File: src/rtl/alu_seq_pkg.sv
// Purpose: shared types and constants for the ALU sequencer (op codes, ALU control, FSM states).
// Latency: n/a (declarations and one combinational decode function only).
// Backpressure: n/a.
package alu_seq_pkg;

    localparam int ALU_W = 32;

    typedef enum logic [2:0] {
        OP_AND  = 3'b000,
        OP_OR   = 3'b001,
        OP_ADD  = 3'b010,
        OP_SUB  = 3'b011,
        OP_SLT  = 3'b100,
        OP_NOR  = 3'b101,
        OP_MUL  = 3'b110,
        OP_RSVD = 3'b111
    } op_e;

    // ALU_ctl: bit3 a-invert, bit2 b-invert (also carry-in), [1:0] and/or/add/slt
    localparam logic [3:0] CTL_AND = 4'b0000;
    localparam logic [3:0] CTL_OR  = 4'b0001;
    localparam logic [3:0] CTL_ADD = 4'b0010;
    localparam logic [3:0] CTL_SUB = 4'b0110;
    localparam logic [3:0] CTL_SLT = 4'b0111;
    localparam logic [3:0] CTL_NOR = 4'b1100;

    typedef logic [1:0] state_t;
    localparam state_t ST_IDLE = 2'd0;
    localparam state_t ST_EXEC = 2'd1;
    localparam state_t ST_MUL  = 2'd2;
    localparam state_t ST_RESP = 2'd3;

    // MUL maps to ADD because every shift-add step is an ALU add;
    // reserved maps to the idle encoding.
    function automatic logic [3:0] op_to_ctl(input op_e op);
        case (op)
            OP_AND:  return CTL_AND;
            OP_OR:   return CTL_OR;
            OP_ADD:  return CTL_ADD;
            OP_SUB:  return CTL_SUB;
            OP_SLT:  return CTL_SLT;
            OP_NOR:  return CTL_NOR;
            OP_MUL:  return CTL_ADD;
            default: return CTL_AND;
        endcase
    endfunction

endpackage

File: src/rtl/alu_sequencer.sv
// Purpose: drives an external 32-bit ALU; single-pass ops in one pass, MUL as shift-add over ALU adds.
// Latency: response valid 2 cycles after accept, plus (msb index of b)+1 cycles for MUL with b!=0.
// Backpressure: req_ready only in IDLE; RESP holds its outputs until rsp_ready.
// Ports: clk/rstn (sync active-low); req_* request handshake; rsp_* registered response;
//        alu_a/alu_b/alu_ctl to the ALU, alu_result/alu_zero/alu_overflow back from it.
module alu_sequencer
    import alu_seq_pkg::*;
#(
    parameter int WIDTH = ALU_W
) (
    input  logic             clk,
    input  logic             rstn,
    input  logic             req_valid,
    output logic             req_ready,
    input  logic [2:0]       req_op,
    input  logic [WIDTH-1:0] req_a,
    input  logic [WIDTH-1:0] req_b,
    output logic             rsp_valid,
    input  logic             rsp_ready,
    output logic [WIDTH-1:0] rsp_result,
    output logic             rsp_zero,
    output logic             rsp_overflow,
    output logic [WIDTH-1:0] alu_a,
    output logic [WIDTH-1:0] alu_b,
    output logic [3:0]       alu_ctl,
    input  logic [WIDTH-1:0] alu_result,
    input  logic             alu_zero,
    input  logic             alu_overflow
);

    state_t           state_q, state_d;
    op_e              op_q, op_d;
    // m_q/q_q hold the latched a/b operands; for MUL they are the shifting
    // multiplicand and multiplier.
    logic [WIDTH-1:0] m_q, m_d;
    logic [WIDTH-1:0] q_q, q_d;
    logic [WIDTH-1:0] acc_q, acc_d;
    logic [WIDTH-1:0] rsp_result_q, rsp_result_d;
    logic             rsp_zero_q, rsp_zero_d;
    logic             rsp_ovf_q, rsp_ovf_d;

    always_comb begin
        state_d      = state_q;
        op_d         = op_q;
        m_d          = m_q;
        q_d          = q_q;
        acc_d        = acc_q;
        rsp_result_d = rsp_result_q;
        rsp_zero_d   = rsp_zero_q;
        rsp_ovf_d    = rsp_ovf_q;
        alu_a        = '0;
        alu_b        = '0;
        alu_ctl      = CTL_AND;

        case (state_q)
            ST_IDLE: begin
                if (req_valid) begin
                    op_d    = op_e'(req_op);
                    m_d     = req_a;
                    q_d     = req_b;
                    acc_d   = '0;
                    state_d = (op_e'(req_op) == OP_MUL) ? ST_MUL : ST_EXEC;
                end
            end
            ST_EXEC: begin
                if (op_q == OP_RSVD) begin
                    rsp_result_d = '0;
                    rsp_zero_d   = 1'b1;
                    rsp_ovf_d    = 1'b0;
                end else begin
                    alu_a        = m_q;
                    alu_b        = q_q;
                    alu_ctl      = op_to_ctl(op_q);
                    rsp_result_d = alu_result;
                    rsp_zero_d   = alu_zero;
                    rsp_ovf_d    = alu_overflow && (op_q == OP_ADD || op_q == OP_SUB);
                end
                state_d = ST_RESP;
            end
            ST_MUL: begin
                // Terminating on Q==0 rather than a fixed 32 steps makes latency
                // track the multiplier's highest set bit.
                if (q_q == '0) begin
                    rsp_result_d = acc_q;
                    rsp_zero_d   = (acc_q == '0);
                    rsp_ovf_d    = 1'b0;
                    state_d      = ST_RESP;
                end else begin
                    alu_a   = acc_q;
                    alu_b   = m_q;
                    alu_ctl = CTL_ADD;
                    if (q_q[0]) begin
                        acc_d = alu_result;
                    end
                    m_d = m_q << 1;
                    q_d = q_q >> 1;
                end
            end
            ST_RESP: begin
                if (rsp_ready) begin
                    state_d = ST_IDLE;
                end
            end
            default: state_d = ST_IDLE;
        endcase
    end

    always_ff @(posedge clk) begin
        if (!rstn) begin
            state_q      <= ST_IDLE;
            op_q         <= OP_AND;
            m_q          <= '0;
            q_q          <= '0;
            acc_q        <= '0;
            rsp_result_q <= '0;
            rsp_zero_q   <= 1'b0;
            rsp_ovf_q    <= 1'b0;
        end else begin
            state_q      <= state_d;
            op_q         <= op_d;
            m_q          <= m_d;
            q_q          <= q_d;
            acc_q        <= acc_d;
            rsp_result_q <= rsp_result_d;
            rsp_zero_q   <= rsp_zero_d;
            rsp_ovf_q    <= rsp_ovf_d;
        end
    end

    assign req_ready    = (state_q == ST_IDLE);
    assign rsp_valid    = (state_q == ST_RESP);
    assign rsp_result   = rsp_result_q;
    assign rsp_zero     = rsp_zero_q;
    assign rsp_overflow = rsp_ovf_q;

endmodule

File: config.mk
export PLATFORM = sky130hd
export DESIGN_NAME = alu_sequencer
export DESIGN_NICKNAME = d
export VERILOG_FILES = /design/src/rtl/alu_seq_pkg.sv /design/src/rtl/alu_sequencer.sv
export SDC_FILE = /design/constraint.sdc
export NUM_CORES = 1
export LEC_CHECK = 0
export CORE_MARGIN = 1.5
export CORE_UTILIZATION = 30
export DETAILED_ROUTE_END_ITERATION = 8
export PLACE_DENSITY = 0.65
export SLEW_MARGIN = 20
export SYNTH_ARGS = -nofsm -noshare
export SYNTH_HDL_FRONTEND = slang
export SYNTH_SLANG_ARGS = --single-unit
File: constraint.sdc
create_clock -name clk -period 2.19 [get_ports clk]
set_input_delay 0.657 -clock clk [delete_from_list [all_inputs] [get_ports clk]]
set_output_delay 0.657 -clock clk [all_outputs]
set_load 0.01 [all_outputs]
After elaboration in Yosys (flattened, before gate mapping). Cells that the tools add are included.

Eq/ne operators: 16. Muxes and demuxes: 34. Reduce and logical (&&, ||, !) cells: 13.

Operators by type and width (number): two-way mux 32 bit (13); case mux 32 bit (2 select lines) (6); logical NOT 32 bit (2); case mux 4 bit (5 select lines) (1); == test 3 bit, second input constant (5); two-way mux 2 bit (5); != test 2 bit, second input constant (4); case mux 2 bit (4 select lines) (1); case mux 4 bit (2 select lines) (1); == test 3 x 2 -> 1 bit, second input constant (2); AND reduction 3 bit (2); == test 2 bit, second input constant (2); two-way mux 1 bit (4); two-way mux 4 bit (1); case mux 1 bit (2 select lines) (2); AND reduction 2 bit (2); AND reduction 4 bit (1); nonzero test 2 bit (2); == test 3 x 1 -> 1 bit, second input constant (1); == test 2 x 1 -> 1 bit, second input constant (1); logical NOT 2 bit (1); != test 2 x 1 -> 1 bit, second input constant (1); OR reduction 2 bit (1); logical AND 1 bit (1); logical OR 1 bit (1).

Flip-flop bits (word level): 135. Input port bits: 105. Output and inout port bits: 104. Logic and storage cells: 71.

Depth between registers and ports, before layout.
Word-level depth: 5. Mapped depth: 9. Mapped depth without buffers: 7.

Worst setup path after synthesis. OpenSTA, ideal clock, no wires.

Kind: flip-flop to output port. Start: register state_q[0]. End: output alu_a[0]. Data arrival time: 1.698 ns. Required time: 1.533 ns. Setup slack: -0.165 ns. Stages on the path, launching flop included: 8. Buffers on the path: 2. Cell sequence: dfxtp_1 > inv_1 > ha_1 > buf_2 > o41ai_2 > nor2_1 > clkbuf_1 > a22o_1.

Cells in the longest elaborated chain, start to end: 2. Elaborated cells between the ends (all ways): 3. Those cells by class: eq/ne: 2; mux: 1.

RTL lines: from (decl) (line alu_sequencer.sv:31) `state_t state_q, state_d;`; from (signal assigned) (line alu_sequencer.sv:119) `state_q <= state_d;`; == test 2 bit or == test 2 x 1 -> 1 bit (tied branches) (line alu_sequencer.sv:55) `case (state_q)`; case mux 32 bit (2 select lines) (*) (line alu_sequencer.sv:55); to (decl) (line alu_sequencer.sv:23) `output logic [WIDTH-1:0] alu_a,`.

Every way passes the cells marked *; elsewhere a longest branch is shown, timed or not.

Final worst setup path.
Start: register q_q[4]. End: output alu_a[29].

Cells in the longest elaborated chain, start to end: 3.

RTL lines: from (decl) (line alu_sequencer.sv:36) `logic [WIDTH-1:0] q_q, q_d;`; from (signal assigned) (line alu_sequencer.sv:122) `q_q <= q_d;`; logical NOT 32 bit (line alu_sequencer.sv:83) `if (q_q == '0) begin`; two-way mux 32 bit (line alu_sequencer.sv:83); case mux 32 bit (2 select lines) (line alu_sequencer.sv:55).

Every way passes these cells.

==> metrics.txt <==
CP startpoint kind=flip-flop; CTS buffer count=17; die width=156 um; htree depth=4; Syn Area/Cell=just under 10 um^2; Clock Path Buffers=2; synth cell count leaders=dfxtp_1, mux2i_1, nor2_1; Max Slew Vio Count=0; FF+latch count, synth=135; Max-Slew Margin vs Limit=a little under three fifths; Antenna Violating Nets Remaining=0; Worst Hold End=m_q[0]$_SDFFE_PN0P_; register area share after synthesis=a little under 40%; critical path type=reg2out; total congestion overflow=0; reg2reg path depth=12; Hold Startpoint=m_q[0]$_SDFFE_PN0P_; slew at the pin closest to its max-slew limit=approximately 640 ps; nets@finish=about 1100; RSZ-0062 raised after global routing=true; final worst slack=-905 ps; Pwr Density=1140 nW/um^2; CP required=approximately 1500 ps; vias in the first global route=around 6800; clk_lat worst skew=just over 400 ps; final cycle utilization of the critical path=141%; CTS Hold Buffers Added=0; synthesized cell area=6980 um^2; Placed Cells=around 1200; min cycle time layout=just over 3000 ps; EDFF count, synth=0; die height=~160 um; Hold Path Class=reg2reg; IO Pins=~210; Max Fclk=around 320 MHz; most frequent cell after synthesis=dfxtp_1; Max Cap Violations=0; share of post-route cells with drive strength above 1=about 31%; via count=between 7000 and 8000; Async S/R FF share, synth=0%; worst reg2reg endpoint=m_q[10]$_SDFFE_PN0P_; top cell type's share of synthesized area=around 39%; critical path endpoint category=output pin; Worst R2R Setup Slack=-400 ps; clock sinks=about 140; largest net degree at the start of global routing=68; TritonCTS clock tree=done; top post-synthesis cells by area=dfxtp_1, mux2i_1, a22o_1; Tot GR Track Use=22.5%; total power draw=around 13000 uW; synthesis-to-finish area growth=63.4%; via/cell ratio=5.54; Filler cells=about 2100; peak supply drop=0.000470 V; initial drt markers=approximately 390; initial antenna violation count=1; Final setup viols=between 150 and 200; std cell rows=55; failing checks=setup timing; number of cells produced by synthesis=722; # port buffers=between 200 and 250; crit path DAT=approximately 2400 ps; Hold Vio Cnt, Final=0; hpwl dp=roughly 19000 um; drt total wl=around 29000 um; TNS Setup=-72710 ps; drt pass-1 iters=7; Antenna diodes=0; Root Driver=clkbuf_16; Worst R2R Start=q_q[31]$_SDFFE_PN0P_; GP Congestion=approximately 0.84; syn nets=approximately 830; outcome=complete, but fails checks; Wirelength per Cell=around 22 um; dominant cell type by area after synthesis=dfxtp_1; ys flop type=dfxtp_1; hold path depth=2; # DRC=0; CP Max Fanout=6; Die Area=about 24000 um^2; first-pass GRT wire length=around 42000 um; total core area=22700 um^2; Layout Skew=between 10 and 15 ps; Clock transition at path regs=around 60 ps; Starting Density=30.7%; Post-Layout Cell Count=1286; Warnings, synthesis=0; LEAKAGE=between 0.004 and 0.005 uW; synth unique cells=39
## report_power, final
part           switching (uW)  internal [uW]  total [uW]
combinational            3150           3270        6430
clock                    1100           1820        2920
sequential                641           3030        3670
total                    4890           8130       13000
## sequential cells by signal (all words and copies together), names as in the netlist
name	count
rsp_overflow	1
state_q	2
rsp_zero	1
acc_q	32
op_q	3
q_q	32
m_q	32
rsp_result	32
## kinds of logic (layout without fill, tap and decap cells)
group	count (synthesis)	in the layout	synth area share, %
flops	135	135	38.7
xor+xnor	1	1	0.126
simple gates	162	162	10.1
buf+inv	81	360	5.47
mux	96	96	13.8
compound gates	242	242	30.9
fa+ha+maj	5	5	0.896
## how the worst max path moves through the flow
stage	start	slack (ps)	cells past startpoint	endpoint
2_1_floorplan	q_q[14]$_SDFFE_PN0P_	-80	6	alu_a[0]
3_3_place_gp	q_q[14]$_SDFFE_PN0P_	-760	7	alu_a[25]
3_5_place_dp	q_q[14]$_SDFFE_PN0P_	-760	7	alu_b[23]
4_1_cts	q_q[6]$_SDFFE_PN0P_	-930	8	alu_b[23]
5_1_grt	q_q[4]$_SDFFE_PN0P_	-980	8	alu_a[29]
6_report	q_q[4]$_SDFFE_PN0P_	-900	8	alu_a[29]
## metal layers
metal / global-route usage, % / part of all wire (%) / wire (um)
met4: 4.76 / 1.3 / 384
met5: 0 / 0.059 / 17
met1: 30.5 / 46 / 13200
met2: 36.2 / 47 / 13500
met3: 5.43 / 5.4 / 1540
## cells in the final DEF, fill, tap and decap left out, types with 32 or more instances in the layout
cell type,instances
nand2_1,49
a22o_1,63
mux2i_1,96
dfxtp_1,127
buf_2,47
o22ai_1,32
a22oi_1,64
nor2_1,65
buf_4,68
clkdlybuf4s50_1,138
## worst max-delay path: stages, from the launching register on
cell	delay (ps)
dfxtp_2	340
nor4_4	320
nand2_2	150
o41ai_4	450
nor2_4	130
buf_4	160
buf_6	120
a22o_1	200
buf_2	140
## stage by stage
| stage | hold slack, ps | cell area, um^2 | utilization (%) | worst slack [ps] |
|---|---|---|---|---|
| final | 529 | 11400 | 50.2 | -905 |
| after global placement | 521 | 9960 | 43.9 | -765 |
| after global routing | 558 | 11400 | 50.2 | -982 |
| after detailed placement | 526 | 9960 | 43.9 | -762 |
| after floorplan | 462 | 7020 | - | -80.1 |
| after CTS | 532 | 11000 | 48.4 | -930 |
## final cells by class
class	count	area, um^2	share of cell area, %
Tap cell	285	357	3.13
Multi-Input combinational cell	506	4510	39.5
Timing Repair Buffer	322	3200	28.1
Clock buffer	21	450	3.95
Inverter	6	23.8	0.208
Clock inverter	11	150	1.32
Sequential cell	135	2710	23.8
## what timing repair did
action / CTS / global route
setup buffers: 10 / 9
gates cloned: 9 / 4
gates resized for setup: 281 / 89
setup endpoints to repair: 194 / 198
pin swaps: 7 / 38
Note: power is estimated with default switching activity, not from simulation.
